==> config.mk <==
export PLATFORM = sky130hd
export DESIGN_NAME = fifo_rsp_wc_flat
export DESIGN_NICKNAME = d
export VERILOG_FILES = /design/src/rtl/fifo_rsp_wc_pkg.sv /design/src/rtl/fifo_rsp_wc_if.sv /design/src/rtl/fifo_rsp_wc_packer.sv /design/src/rtl/fifo_rsp_wc.sv /design/src/flat_wrapper.sv
export SDC_FILE = /design/constraint.sdc
export NUM_CORES = 1
export LEC_CHECK = 0
export ABC_AREA = 0
export CORE_ASPECT_RATIO = 0.9
export CORE_MARGIN = 2
export CORE_UTILIZATION = 55
export CTS_BUF_LIST = sky130_fd_sc_hd__clkbuf_8
export DETAILED_ROUTE_END_ITERATION = 7
export GPL_TIMING_DRIVEN = 1
export PLACE_DENSITY_LB_ADDON = 0.2
export REMOVE_ABC_BUFFERS = 1
export SLEW_MARGIN = 10
export SYNTH_ARGS = -nofsm -noshare
export SYNTH_HDL_FRONTEND = slang
export SYNTH_SLANG_ARGS = --single-unit
==> constraint.sdc <==
create_clock -name clk -period 39.9 [get_ports clk]
set_input_delay 3.99 -clock clk [delete_from_list [all_inputs] [get_ports clk]]
set_output_delay 3.99 -clock clk [all_outputs]
set_load 0.05 [all_outputs]
==> src/rtl/fifo_rsp_wc_pkg.sv <==
// Shared defaults and helpers for the response FIFO with upsizing width conversion.
package fifo_rsp_pkg;

  localparam int DEF_FIFO_DEPTH = 8;
  localparam int DEF_IN_WIDTH   = 32;
  localparam int DEF_OUT_WIDTH  = 128;

  // One extra pointer bit separates the full and empty states when the low bits match.
  function automatic int ptr_w(input int depth);
    return $clog2(depth) + 1;
  endfunction

endpackage

==> src/rtl/fifo_rsp_wc_if.sv <==
// BIU-side beat channel and processor-side word channel of the response FIFO.
interface fifo_rsp_wc_if
  import fifo_rsp_pkg::*;
#(
  parameter int FIFO_DEPTH = DEF_FIFO_DEPTH,
  parameter int IN_WIDTH   = DEF_IN_WIDTH,
  parameter int OUT_WIDTH  = DEF_OUT_WIDTH
);
  localparam int RATIO = OUT_WIDTH / IN_WIDTH;
  localparam int CNT_W = ptr_w(FIFO_DEPTH);

  logic                 biu_rsp_valid;
  logic                 biu_rsp_ready;
  logic [IN_WIDTH-1:0]  biu_rsp_rdata;
  logic                 biu_rsp_last;
  logic                 fifo_rsp_valid;
  logic                 fifo_rsp_ready;
  logic [OUT_WIDTH-1:0] fifo_rsp_rdata;
  logic [RATIO-1:0]     fifo_rsp_mask;
  logic                 fifo_rsp_last;
  logic [CNT_W-1:0]     fifo_count;
  logic                 fifo_afull;

  modport master (
    output biu_rsp_valid, biu_rsp_rdata, biu_rsp_last, fifo_rsp_ready,
    input  biu_rsp_ready, fifo_rsp_valid, fifo_rsp_rdata, fifo_rsp_mask,
    input  fifo_rsp_last, fifo_count, fifo_afull
  );

  modport slave (
    input  biu_rsp_valid, biu_rsp_rdata, biu_rsp_last, fifo_rsp_ready,
    output biu_rsp_ready, fifo_rsp_valid, fifo_rsp_rdata, fifo_rsp_mask,
    output fifo_rsp_last, fifo_count, fifo_afull
  );

endinterface

==> src/rtl/fifo_rsp_wc_packer.sv <==
// Packs narrow BIU beats into one wide word; closes early on the last beat of a response.
module rsp_packer
  import fifo_rsp_pkg::*;
#(
  parameter int IN_WIDTH  = DEF_IN_WIDTH,
  parameter int OUT_WIDTH = DEF_OUT_WIDTH
)(
  input  logic                        clk,
  input  logic                        rst,
  input  logic                        beat_vld,
  input  logic [IN_WIDTH-1:0]         beat_data,
  input  logic                        beat_last,
  output logic                        push_vld,
  output logic [OUT_WIDTH-1:0]        push_data,
  output logic [OUT_WIDTH/IN_WIDTH-1:0] push_mask,
  output logic                        push_last
);
  localparam int RATIO  = OUT_WIDTH / IN_WIDTH;
  localparam int LANE_W = (RATIO > 1) ? $clog2(RATIO) : 1;
  localparam logic [LANE_W-1:0] LAST_LANE = LANE_W'(RATIO - 1);

  logic [LANE_W-1:0]    lane_p0;
  logic [OUT_WIDTH-1:0] acc_p0;
  logic [RATIO-1:0]     mask_p0;
  logic [OUT_WIDTH-1:0] merged_data;
  logic [RATIO-1:0]     merged_mask;
  logic                 close;
  int                   shamt;

  // Unwritten lanes stay zero because the accumulator is cleared on every close.
  always_comb begin
    shamt       = int'(lane_p0) * IN_WIDTH;
    merged_data = acc_p0 | (OUT_WIDTH'(beat_data) << shamt);
    merged_mask = mask_p0 | (RATIO'(1) << lane_p0);
  end

  assign close     = (lane_p0 == LAST_LANE) || beat_last;
  assign push_vld  = beat_vld && close;
  assign push_data = merged_data;
  assign push_mask = merged_mask;
  assign push_last = beat_last;

  // p0: lane counter, accumulator and mask of the word being assembled
  always_ff @(posedge clk) begin
    if (rst) begin
      lane_p0 <= '0;
      acc_p0  <= '0;
      mask_p0 <= '0;
    end else if (beat_vld) begin
      if (close) begin
        lane_p0 <= '0;
        acc_p0  <= '0;
        mask_p0 <= '0;
      end else begin
        lane_p0 <= lane_p0 + LANE_W'(1);
        acc_p0  <= merged_data;
        mask_p0 <= merged_mask;
      end
    end
  end

endmodule

==> src/rtl/fifo_rsp_wc.sv <==
// Response FIFO: packs BIU beats into wide words and presents them first-word-fall-through.
module fifo_rsp_wc
  import fifo_rsp_pkg::*;
#(
  parameter int FIFO_DEPTH   = DEF_FIFO_DEPTH,
  parameter int IN_WIDTH     = DEF_IN_WIDTH,
  parameter int OUT_WIDTH    = DEF_OUT_WIDTH,
  parameter int AFULL_THRESH = FIFO_DEPTH - 2
)(
  input  logic          clk,
  input  logic          rst,
  fifo_rsp_wc_if.slave  bus
);
  localparam int RATIO = OUT_WIDTH / IN_WIDTH;
  localparam int PTR_W = ptr_w(FIFO_DEPTH);
  localparam int AW    = PTR_W - 1;

  if (OUT_WIDTH % IN_WIDTH != 0) begin : g_bad_ratio
    $error("fifo_rsp_wc: OUT_WIDTH must be an integer multiple of IN_WIDTH");
  end
  if ((FIFO_DEPTH < 2) || ((FIFO_DEPTH & (FIFO_DEPTH - 1)) != 0)) begin : g_bad_depth
    $error("fifo_rsp_wc: FIFO_DEPTH must be a power of 2 and at least 2");
  end
  if ((AFULL_THRESH < 1) || (AFULL_THRESH > FIFO_DEPTH)) begin : g_bad_afull
    $error("fifo_rsp_wc: AFULL_THRESH must lie in 1..FIFO_DEPTH");
  end

  typedef struct packed {
    logic [OUT_WIDTH-1:0] data;
    logic [RATIO-1:0]     mask;
    logic                 last;
  } entry_t;

  entry_t               mem [FIFO_DEPTH];
  entry_t               head;
  logic [PTR_W-1:0]     wr_ptr;
  logic [PTR_W-1:0]     rd_ptr;
  logic [PTR_W-1:0]     count;
  logic                 full;
  logic                 empty;
  logic                 biu_ready;
  logic                 accept;
  logic                 push;
  logic                 pop;
  logic [OUT_WIDTH-1:0] pk_data;
  logic [RATIO-1:0]     pk_mask;
  logic                 pk_last;

  assign empty = (wr_ptr == rd_ptr);
  assign full  = (wr_ptr[AW] != rd_ptr[AW]) && (wr_ptr[AW-1:0] == rd_ptr[AW-1:0]);
  assign count = wr_ptr - rd_ptr;

  // Ready ignores whether the beat would close a word, so the packer never runs ahead of storage.
  assign biu_ready = !full && !rst;
  assign accept    = bus.biu_rsp_valid && biu_ready;
  assign pop       = !empty && bus.fifo_rsp_ready;

  rsp_packer #(
    .IN_WIDTH  (IN_WIDTH),
    .OUT_WIDTH (OUT_WIDTH)
  ) u_packer (
    .clk       (clk),
    .rst       (rst),
    .beat_vld  (accept),
    .beat_data (bus.biu_rsp_rdata),
    .beat_last (bus.biu_rsp_last),
    .push_vld  (push),
    .push_data (pk_data),
    .push_mask (pk_mask),
    .push_last (pk_last)
  );

  // p0: read/write pointers
  always_ff @(posedge clk) begin
    if (rst) begin
      wr_ptr <= '0;
      rd_ptr <= '0;
    end else begin
      if (push) wr_ptr <= wr_ptr + PTR_W'(1);
      if (pop)  rd_ptr <= rd_ptr + PTR_W'(1);
    end
  end

  // p0: word storage, written once per closed word
  always_ff @(posedge clk) begin
    if (push) mem[wr_ptr[AW-1:0]] <= '{data: pk_data, mask: pk_mask, last: pk_last};
  end

  assign head = mem[rd_ptr[AW-1:0]];

  // Head fields are forced to zero while empty, so storage needs no reset of its own.
  assign bus.fifo_rsp_valid = !empty;
  assign bus.fifo_rsp_rdata = empty ? '0   : head.data;
  assign bus.fifo_rsp_mask  = empty ? '0   : head.mask;
  assign bus.fifo_rsp_last  = empty ? 1'b0 : head.last;
  assign bus.biu_rsp_ready  = biu_ready;
  assign bus.fifo_count     = count;
  assign bus.fifo_afull     = (count >= PTR_W'(AFULL_THRESH));

  a_no_push_when_full: assert property (@(posedge clk) disable iff (rst) !(push && full));
  a_count_bounded:     assert property (@(posedge clk) disable iff (rst) count <= PTR_W'(FIFO_DEPTH));

endmodule

==> src/flat_wrapper.sv <==
// flat-port wrapper written by rule: the top's interface ports become plain ports
module fifo_rsp_wc_flat import fifo_rsp_pkg::*;
#(
  parameter int FIFO_DEPTH   = DEF_FIFO_DEPTH,
  parameter int IN_WIDTH     = DEF_IN_WIDTH,
  parameter int OUT_WIDTH    = DEF_OUT_WIDTH,
  parameter int AFULL_THRESH = FIFO_DEPTH - 2
)
  (clk, rst, bus_biu_rsp_valid, bus_biu_rsp_rdata, bus_biu_rsp_last, bus_fifo_rsp_ready, bus_biu_rsp_ready, bus_fifo_rsp_valid, bus_fifo_rsp_rdata, bus_fifo_rsp_mask, bus_fifo_rsp_last, bus_fifo_count, bus_fifo_afull);
  fifo_rsp_wc_if #(.FIFO_DEPTH(FIFO_DEPTH), .IN_WIDTH(IN_WIDTH), .OUT_WIDTH(OUT_WIDTH)) bus_i ();
  input  logic clk;
  input  logic rst;
  input wire logic [$bits(bus_i.biu_rsp_valid)-1:0] bus_biu_rsp_valid;
  input wire logic [$bits(bus_i.biu_rsp_rdata)-1:0] bus_biu_rsp_rdata;
  input wire logic [$bits(bus_i.biu_rsp_last)-1:0] bus_biu_rsp_last;
  input wire logic [$bits(bus_i.fifo_rsp_ready)-1:0] bus_fifo_rsp_ready;
  output wire logic [$bits(bus_i.biu_rsp_ready)-1:0] bus_biu_rsp_ready;
  output wire logic [$bits(bus_i.fifo_rsp_valid)-1:0] bus_fifo_rsp_valid;
  output wire logic [$bits(bus_i.fifo_rsp_rdata)-1:0] bus_fifo_rsp_rdata;
  output wire logic [$bits(bus_i.fifo_rsp_mask)-1:0] bus_fifo_rsp_mask;
  output wire logic [$bits(bus_i.fifo_rsp_last)-1:0] bus_fifo_rsp_last;
  output wire logic [$bits(bus_i.fifo_count)-1:0] bus_fifo_count;
  output wire logic [$bits(bus_i.fifo_afull)-1:0] bus_fifo_afull;
  assign bus_i.biu_rsp_valid = bus_biu_rsp_valid;
  assign bus_i.biu_rsp_rdata = bus_biu_rsp_rdata;
  assign bus_i.biu_rsp_last = bus_biu_rsp_last;
  assign bus_i.fifo_rsp_ready = bus_fifo_rsp_ready;
  assign bus_biu_rsp_ready = bus_i.biu_rsp_ready;
  assign bus_fifo_rsp_valid = bus_i.fifo_rsp_valid;
  assign bus_fifo_rsp_rdata = bus_i.fifo_rsp_rdata;
  assign bus_fifo_rsp_mask = bus_i.fifo_rsp_mask;
  assign bus_fifo_rsp_last = bus_i.fifo_rsp_last;
  assign bus_fifo_count = bus_i.fifo_count;
  assign bus_fifo_afull = bus_i.fifo_afull;
  fifo_rsp_wc #(.FIFO_DEPTH(FIFO_DEPTH), .IN_WIDTH(IN_WIDTH), .OUT_WIDTH(OUT_WIDTH), .AFULL_THRESH(AFULL_THRESH)) u_core (.clk(clk), .rst(rst), .bus(bus_i));
endmodule
; After elaboration in Yosys (flattened, before gate mapping)
; Memory sizes are Yosys's and may differ from the RTL's. A register that Yosys moved wholly into a read port is not among the register bits.
; Cells that the tools add are included.
[totals]
in_bits = 37
n_memories = 1
out_inout_bits = 140
register_bits = 142
word_cells = 38
ramBits = 1064
[op_classes]
eq_ne = 4
n_mux = 10
order_cmp = 1
addsub = 4
n_bitwise = 2
shift = 2
n_reduce_logical = 9
[memory_table]
columns = memory, depth, width, rd, rd_ports_with_merged_regs, wr, line_no
row1 = u_core.mem, 8, 133, 1, 1, 1, fifo_rsp_wc.sv:34  ; entry_t mem [FIFO_DEPTH];
[op_table]
columns = op, n
row1 = two-way mux 128 bit, 2
row2 = bitwise OR 128 bit, 1
row3 = << shifter 32 x 7 -> 128 bit, 1
row4 = "adder 4 x 1 -> 4 bit, second input constant", 2
row5 = two-way mux 4 bit, 2
row6 = two-way mux 3 bit, 2
row7 = logical AND 1 bit, 5
row8 = equality test 4 bit, 1
row9 = ">= comparator 4 x 3 -> 1 bit, second input constant", 1
row10 = bitwise OR 4 bit, 1
row11 = "<< shifter 1 x 2 -> 4 bit, first input constant", 1
row12 = subtractor 4 bit, 1
row13 = equality test 3 bit, 1
row14 = zero test 1 bit, 3
row15 = two-way mux 1 bit, 3
row16 = "adder 2 x 1 -> 2 bit, second input constant", 1
row17 = "equality test 2 bit, second input constant", 1
row18 = two-way mux 2 bit, 1
row19 = logical OR 1 bit, 1
row20 = != test 1 bit, 1

; Depth between registers and ports, before layout
; Gate-level depths: netlist of the first run.
[logic_depth]
ltp_word = 8
ltp_mapped = 10
depth_no_buf = 6

; Hierarchy
; Synthesis of the first run repeated with hierarchy kept, for this count alone.
[hier_totals]
cells_unflattened = 2393
hier_area_um2 = 47299.1
[modules_own_cells]
columns = mod, seq_area_each_um2, instances, cells_each, area_per_inst_um2
row1 = fifo_rsp_wc, 32170.9, 1, 1632, 40332.4
row2 = rsp_packer, 2682.6, 1, 761, 6966.7

; Least setup slack after synthesis of the first run
; Ideal clock, no wire load.
[synth_path]
path_type = input port to flip-flop
startpoint = in bus_biu_rsp_valid
endpoint = mem u_core.mem[0][0] (netlist name), enable pin
path_slack_ns = 21.808
path_stages = 4
path_buffers = 2
setup_ns = 0.951
required_ns = 38.949
arrival_time_ns = 17.141
cell_sequence = clkbuf_1 > o221ai_2 > buf_2 > nor4_1
[synth_between]
elab_chain_cells = 4
[synth_rtl]
columns = item, line_no
row1 = from (decl), flat_wrapper.sv:13  ; input wire logic [$bits(bus_i.biu_rsp_valid)-1:0] bus_biu_rsp_valid;
row2 = logical AND 1 bit, fifo_rsp_wc.sv:55  ; assign accept = bus.biu_rsp_valid && biu_ready;
row3 = logical AND 1 bit, fifo_rsp_wc_packer.sv:38  ; assign push_vld = beat_vld && close;
row4 = two-way mux 1 bit, fifo_rsp_wc.sv:86  ; if (push) mem[wr_ptr[AW-1:0]] <= '{data: pk_data, mask: pk_mask, last: pk_last};
row5 = two-way mux 1 bit (not written as such), fifo_rsp_wc.sv:86
row6 = to (decl), fifo_rsp_wc.sv:34
; Every way passes these cells.

; Worst setup path after layout of the first run
[layout_path]
startpoint = in rst
endpoint = out bus_biu_rsp_ready
[layout_between]
elab_chain_cells = 2
[layout_rtl]
columns = item, line_no
row1 = from (decl), flat_wrapper.sv:12  ; input logic rst;
row2 = zero test 1 bit, fifo_rsp_wc.sv:54  ; assign biu_ready = !full && !rst;
row3 = logical AND 1 bit, fifo_rsp_wc.sv:54
row4 = to (decl), flat_wrapper.sv:17  ; output wire logic [$bits(bus_i.biu_rsp_ready)-1:0] bus_biu_rsp_ready;
; Every way passes these cells.

==> results of run 1 <==
[synth_stat cells (all sizes together), types with 6 or more instances]
master,n,area (um2)
dfxtp,145,2900
a21oi,8,43.8
o21ai,8,40.0
ha,9,113
inv,9,33.8
a21o,129,968
a22o,133,1160
nor2,139,522
o21a,128,961
edfxtp,1064,32000
buf,69,378
mux4,266,5990
xnor2,6,71.3
nand2,41,156
clkbuf,68,255
nor3,6,30.0
[layer usage]
layer  vias to the layer above  wire length [um]  global-route usage
li1                       9825                 -                   -
met5                         -                33                   0
met4                         4              2320              0.0778
met1                     12300             43200               0.359
met2                       992             50100               0.389
met3                       162              8720              0.0538
[power groups by stage]
| stage | logic (mW) | registers [mW] | clock network, mW |
|---|---|---|---|
| floorplan | 0.305 | 1.44 | 0 |
| global placement | 0.406 | 1.42 | 0 |
| detailed placement | 0.409 | 1.42 | 0 |
| CTS | 0.410 | 1.39 | 0.982 |
| global route | 0.427 | 1.39 | 1.04 |
| finish | 0.406 | 1.39 | 0.965 |
[metrics by stage]
step           worst slack, ps  utilization  power, mW  std cells  instance area, um2
2_1_floorplan            22120            -       1.75       2124               45200
4_1_cts                  30020        0.634       2.78       3753               52300
3_5_place_dp             30030        0.591       1.83       3407               48800
3_3_place_gp             30020        0.591       1.82       3407               48800
5_1_grt                  29950        0.634       2.86       3754               52300
6_report                 30090        0.634       2.76       3754               52300
[flip-flops by register name, summed over array words and instances (netlist names), named ones only]
| name | count |
|---|---|
| u_core.mem | 1064 |
| u_core.rd_ptr | 4 |
| u_core.u_packer.acc_p0 | 128 |
| u_core.u_packer.lane_p0 | 2 |
| u_core.u_packer.mask_p0 | 4 |
| u_core.wr_ptr | 4 |
[kinds of logic (layout without fill, tap and decap cells)]
kind of cell / count (synthesis) / in the layout
flops: 1209 / 1209
mux: 268 / 268
fa+ha+maj: 10 / 10
compound gates: 411 / 411
xor+xnor: 8 / 8
other cells: 0 / 1
buf+inv: 146 / 567
simple gates: 209 / 209
[path summary, 6_finish.rpt]
path	slack, ps	cells after the start	endpoint	from
setup / recovery	30090	3	bus_biu_rsp_ready	rst
hold / removal	470	1	u_core.u_packer.acc_p0[97]$_SDFFE_PP0P_	u_core.u_packer.acc_p0[97]$_SDFFE_PP0P_
setup reg to reg	34950	8	u_core.mem[5][93]$_DFFE_PP_	u_core.wr_ptr[0]$_SDFFE_PP0P_
hold reg to reg	470	1	u_core.u_packer.acc_p0[97]$_SDFFE_PP0P_	u_core.u_packer.acc_p0[97]$_SDFFE_PP0P_
[worst reg2reg max path, cell delays in order (launching register included)]
cell	delay, ps
dfxtp_1	470
inv_1	130
ha_1	340
nand3_1	540
o221ai_2	530
nor3_2	300
buf_4	710
buf_4	730
buf_4	810
[layout make-up]
type                       count  share of cell area
antenna                        1           0.0000478
clock buffer                 207              0.0544
clock inverter               139              0.0136
inverter                       9            0.000645
multi-input combinational    906               0.199
sequential                  1209               0.666
tap                         1071              0.0256
timing repair buffer         212              0.0404
==> results.yml, run 1 <==
status:
  status: "completed"
setup_path:
  crit_fanout: 15
  cp_slowest_cell: "clkdlybuf4s50_1"
  crit_buf_inv: 2
  crit_family: "buffers and inverters"
  slowest_delay_ps: 860
  crit_chain: "clkdlybuf4s50_1, a21oi_1, clkdlybuf4s50_1"
  cp.arrival_ps: 5820
  critPathLaunchType: "primary input"
  cp-end-kind: "primary output"
  cp_common_cell: "clkdlybuf4s50_1"
  path_class: "primary input to primary output"
  cp.required_ps: 35910
sta:
  rsz0062_at_grt: "no"
  hold_viol: 0
  fin_crit_ps: 9810
  relSlewSlack: 0.222
  max_freq_mhz: 102
  setup_viol: 0
  worst_pin_slew_ps: 1170
  fin_worst_skew_ps: 52.8
  finalSetupTns_ps: 0
  whs_ps: 466
  timing.final.crit_share: 0.246
  slew_viol_final: 0
power_and_ir_drop:
  p_leak_nw: 17.9
  netSwitchingPower_uw: 737
  clkPwrFrac: 0.349
  switching_share: 0.267
  pwr-share-comb: 0.147
  cellPowerDensity_nw_per_um2: 52.8
  peakVddDrop_mv: 0.0324
  p_seq_frac: 0.504
  internal_power_mw: 2.03
route:
  first_iter_violations: 2347
  via_count: 23300
  vias_per_cell: 6.20
  wirelength_mm: 104
  drtAntennaViolNets: 0
  drtPass1Iterations: 5
  drc: 0
  wl_per_cell_um: 27.8
yosys:
  ys_async_sr_fraction: 0
  synth_xor_area_frac: 0.00194
  synth_compound_area_frac: 0.0703
  ys_seq_area_frac: 0.761
  synth_mux_area_frac: 0.131
  netlist_instances: 2261
  yosys_warnings: 0
  synth_cell_type_count: 39
  synth_ff_type: "edfxtp_1"
  ys_ff_latch: 1209
  yosys.area_share.simple: 0.0186
  syn_area_um2: 45800
  synth_edf_count: 1064
  yosys.area_share.adder: 0.00289
  synth_top_family_by_area: "multiplexers"
  synth.avg_cell_area_um2: 20.3
die:
  die_w_um: 308
  initial_core_util: 0.555
  core_um2: 82600
  ioPinCount: 177
  rows: 100
  dieHeight_um: 278
  die_area_um2: 85600
clock_network:
  cts_tree: "yes"
  clockBufferDepth: 3
  clk_pin_slew_ps: 60
  cts_made_buffers: 183
  cts-resized-gates: 0
  post-cts-setup-buffer-count: 0
  clock_latency_ps: 850
  cts_hold_buf: 0
  cts_sinks: 1209
  h-tree-depth: 4
  cts_root_buf: "clkbuf_8"
final_layout:
  nFillCells: 5668
  multi_input_area_um2: 10400
  area_growth_pct: 14.2
  seqCellArea_um2: 34900
  drive_gt1_frac: 0.213
  layout_commonest_cell: "edfxtp_1"
  fin_nets: 2568
  layout_common_cells: "1064 x edfxtp_1, 266 x mux4_2, 207 x clkbuf_8"
global_routing:
  grt_usage: 0.250
  grt_pass1_wl_mm: 155
  antenna_found_initial: 7
  grt_pass1_vias: 24300
  overflow: 0
  grt_max_degree: 134
flow_run:
  maxCapViolations: 0
place:
  dpl.hpwl_mm: 51.6
  gp_congestion: 0.722
  place.port_buffers: 176
worst_hold_path:
  hold_path_class: "register to register"
No activity file was read; power rests on OpenSTA's default activity.
==> inputs of run 2 (changes only) <==
Clock period 39.9 ns to 10.3 ns, I/O delays scaled along.
==> run 2 against run 1 <==
Effect of this change: count of clock-buffer cells in the layout decreased by 9; critical path depth increased by 5; hold slack about the same; utilization about the same; power increased to 3.9 times the previous value; global-route usage decreased by 0.27 points; non-clock buffer count increased by 10; largest power group unchanged.
==> results.yml, run 2 (synthesis results as in run 1) <==
status:
  status: "completed"
power_and_ir_drop:
  cellPowerDensity_nw_per_um2: 204
  p_total_mw: 10.7
  p_leak_nw: 17.9
  peakVddDrop_mv: 0.135
setup_path:
  critPathLaunchType: "register"
  crit_fanout: 68
  cp.required_ps: 9270
  cp.arrival_ps: 5030
  cp-end-kind: "primary output"
  rrSetupSlack_ps: 5640
  path_class: "register to primary output"
clock_network:
  clk_pin_slew_ps: 60
  clockBufferDepth: 3
  h-tree-depth: 4
  clock_latency_ps: 850
  cts_sinks: 1209
  cts_made_buffers: 185
  cts_hold_buf: 0
  post-cts-setup-buffer-count: 0
  cts_root_buf: "clkbuf_8"
  cts_tree: "yes"
  cts-resized-gates: 0
final_layout:
  area_growth_pct: 14.3
  fin_util: 0.634
  fin_area_um2: 52400
  drive_gt1_frac: 0.216
  largest_reg_flops: 1064
  layout_common_cells: "1064 x edfxtp_1, 266 x mux4_2, 198 x clkbuf_8"
  layout_commonest_cell: "edfxtp_1"
  nFillCells: 5593
  fin_nets: 2580
route:
  wl_per_cell_um: 27.6
  vias_per_cell: 6.17
  drtAntennaViolNets: 0
  drtPass1Iterations: 5
  via_count: 23200
  wirelength_mm: 104
  drc: 0
  first_iter_violations: 2220
place:
  dpl.hpwl_mm: 53.6
  place.port_buffers: 176
  gp_congestion: 0.732
  placed_cell_area_um2: 48800
sta:
  fin_worst_skew_ps: 49.4
  relSlewSlack: 0.225
  timing.final.crit_share: 0.589
  setup_viol: 0
  rsz0062_at_grt: "no"
  worst_pin_slew_ps: 1160
  max_freq_mhz: 165
  fin_crit_ps: 6060
  hold_viol: 0
  slew_viol_final: 0
global_routing:
  grt_pass1_vias: 24400
  grt_usage: 0.247
  antenna_found_initial: 1
  grt_max_degree: 123
  overflow: 0
  grt_pass1_wl_mm: 154
die:
  die_area_um2: 85600
  rows: 100
  dieHeight_um: 278
  die_w_um: 308
  core_um2: 82600
  ioPinCount: 177
  initial_core_util: 0.555
flow_run:
  maxCapViolations: 0
worst_hold_path:
  hold_path_class: "register to register"
[run 2: final cells by class]
class | instances | area, um2 | share of cell area
Inverter | 9 | 33.8 | 0.000645
Clock buffer | 198 | 2730 | 0.0520
Antenna cell | 2 | 5.00 | 0.0000956
Timing Repair Buffer | 222 | 2130 | 0.0406
Sequential cell | 1209 | 34900 | 0.666
Clock inverter | 151 | 840 | 0.0160
Tap cell | 1071 | 1340 | 0.0256
Multi-Input combinational cell | 906 | 10400 | 0.199
[run 2: path summary, 6_finish.rpt]
check                                                  to  cells after the start                                    start
hold reg to reg   u_core.u_packer.mask_p0[3]$_SDFFE_PP0P_                      1  u_core.u_packer.mask_p0[3]$_SDFFE_PP0P_
setup reg to reg              u_core.mem[2][13]$_DFFE_PP_                      7            u_core.wr_ptr[0]$_SDFFE_PP0P_
hold / removal    u_core.u_packer.mask_p0[3]$_SDFFE_PP0P_                      1  u_core.u_packer.mask_p0[3]$_SDFFE_PP0P_
setup / recovery                   bus_fifo_rsp_rdata[14]                      8            u_core.wr_ptr[0]$_SDFFE_PP0P_
[run 2: worst max-delay path, stage by stage (launching register included)]
cell and delay (ps):
dfxtp_1 460, inv_1 140, ha_1 330, and3_1 270, nand2_2 130, and2_4 890, buf_4 720, a22o_1 270
clkdlybuf4s50_1 800
[run 2: metrics by stage]
step | TNS [ps] | setup WS [ps] | cells | hold WS [ps]
finish | 0 | 4240 | 3768 | 466
CTS | 0 | 4180 | 3766 | 462
global route | 0 | 3980 | 3768 | 479
global placement | 0 | 5250 | 3417 | 437
detailed placement | 0 | 5090 | 3417 | 441
floorplan | -2280920 | -4540 | 2124 | 422
[run 2: power breakdown]
group	total (mW)	internal (mW)	switching [mW]
Clock	3.75	1.92	1.83
Sequential	5.39	5.36	0.0367
Combinational	1.55	0.585	0.968
Total	10.7	7.86	2.83
[run 2: per-layer routing]
metal,vias up,track usage,wire (um)
met5,-,0,0
met1,12300,0.350,43100
met3,155,0.0445,7480
met4,0,0.0718,1900
li1,9857,-,-
met2,910,0.399,51400
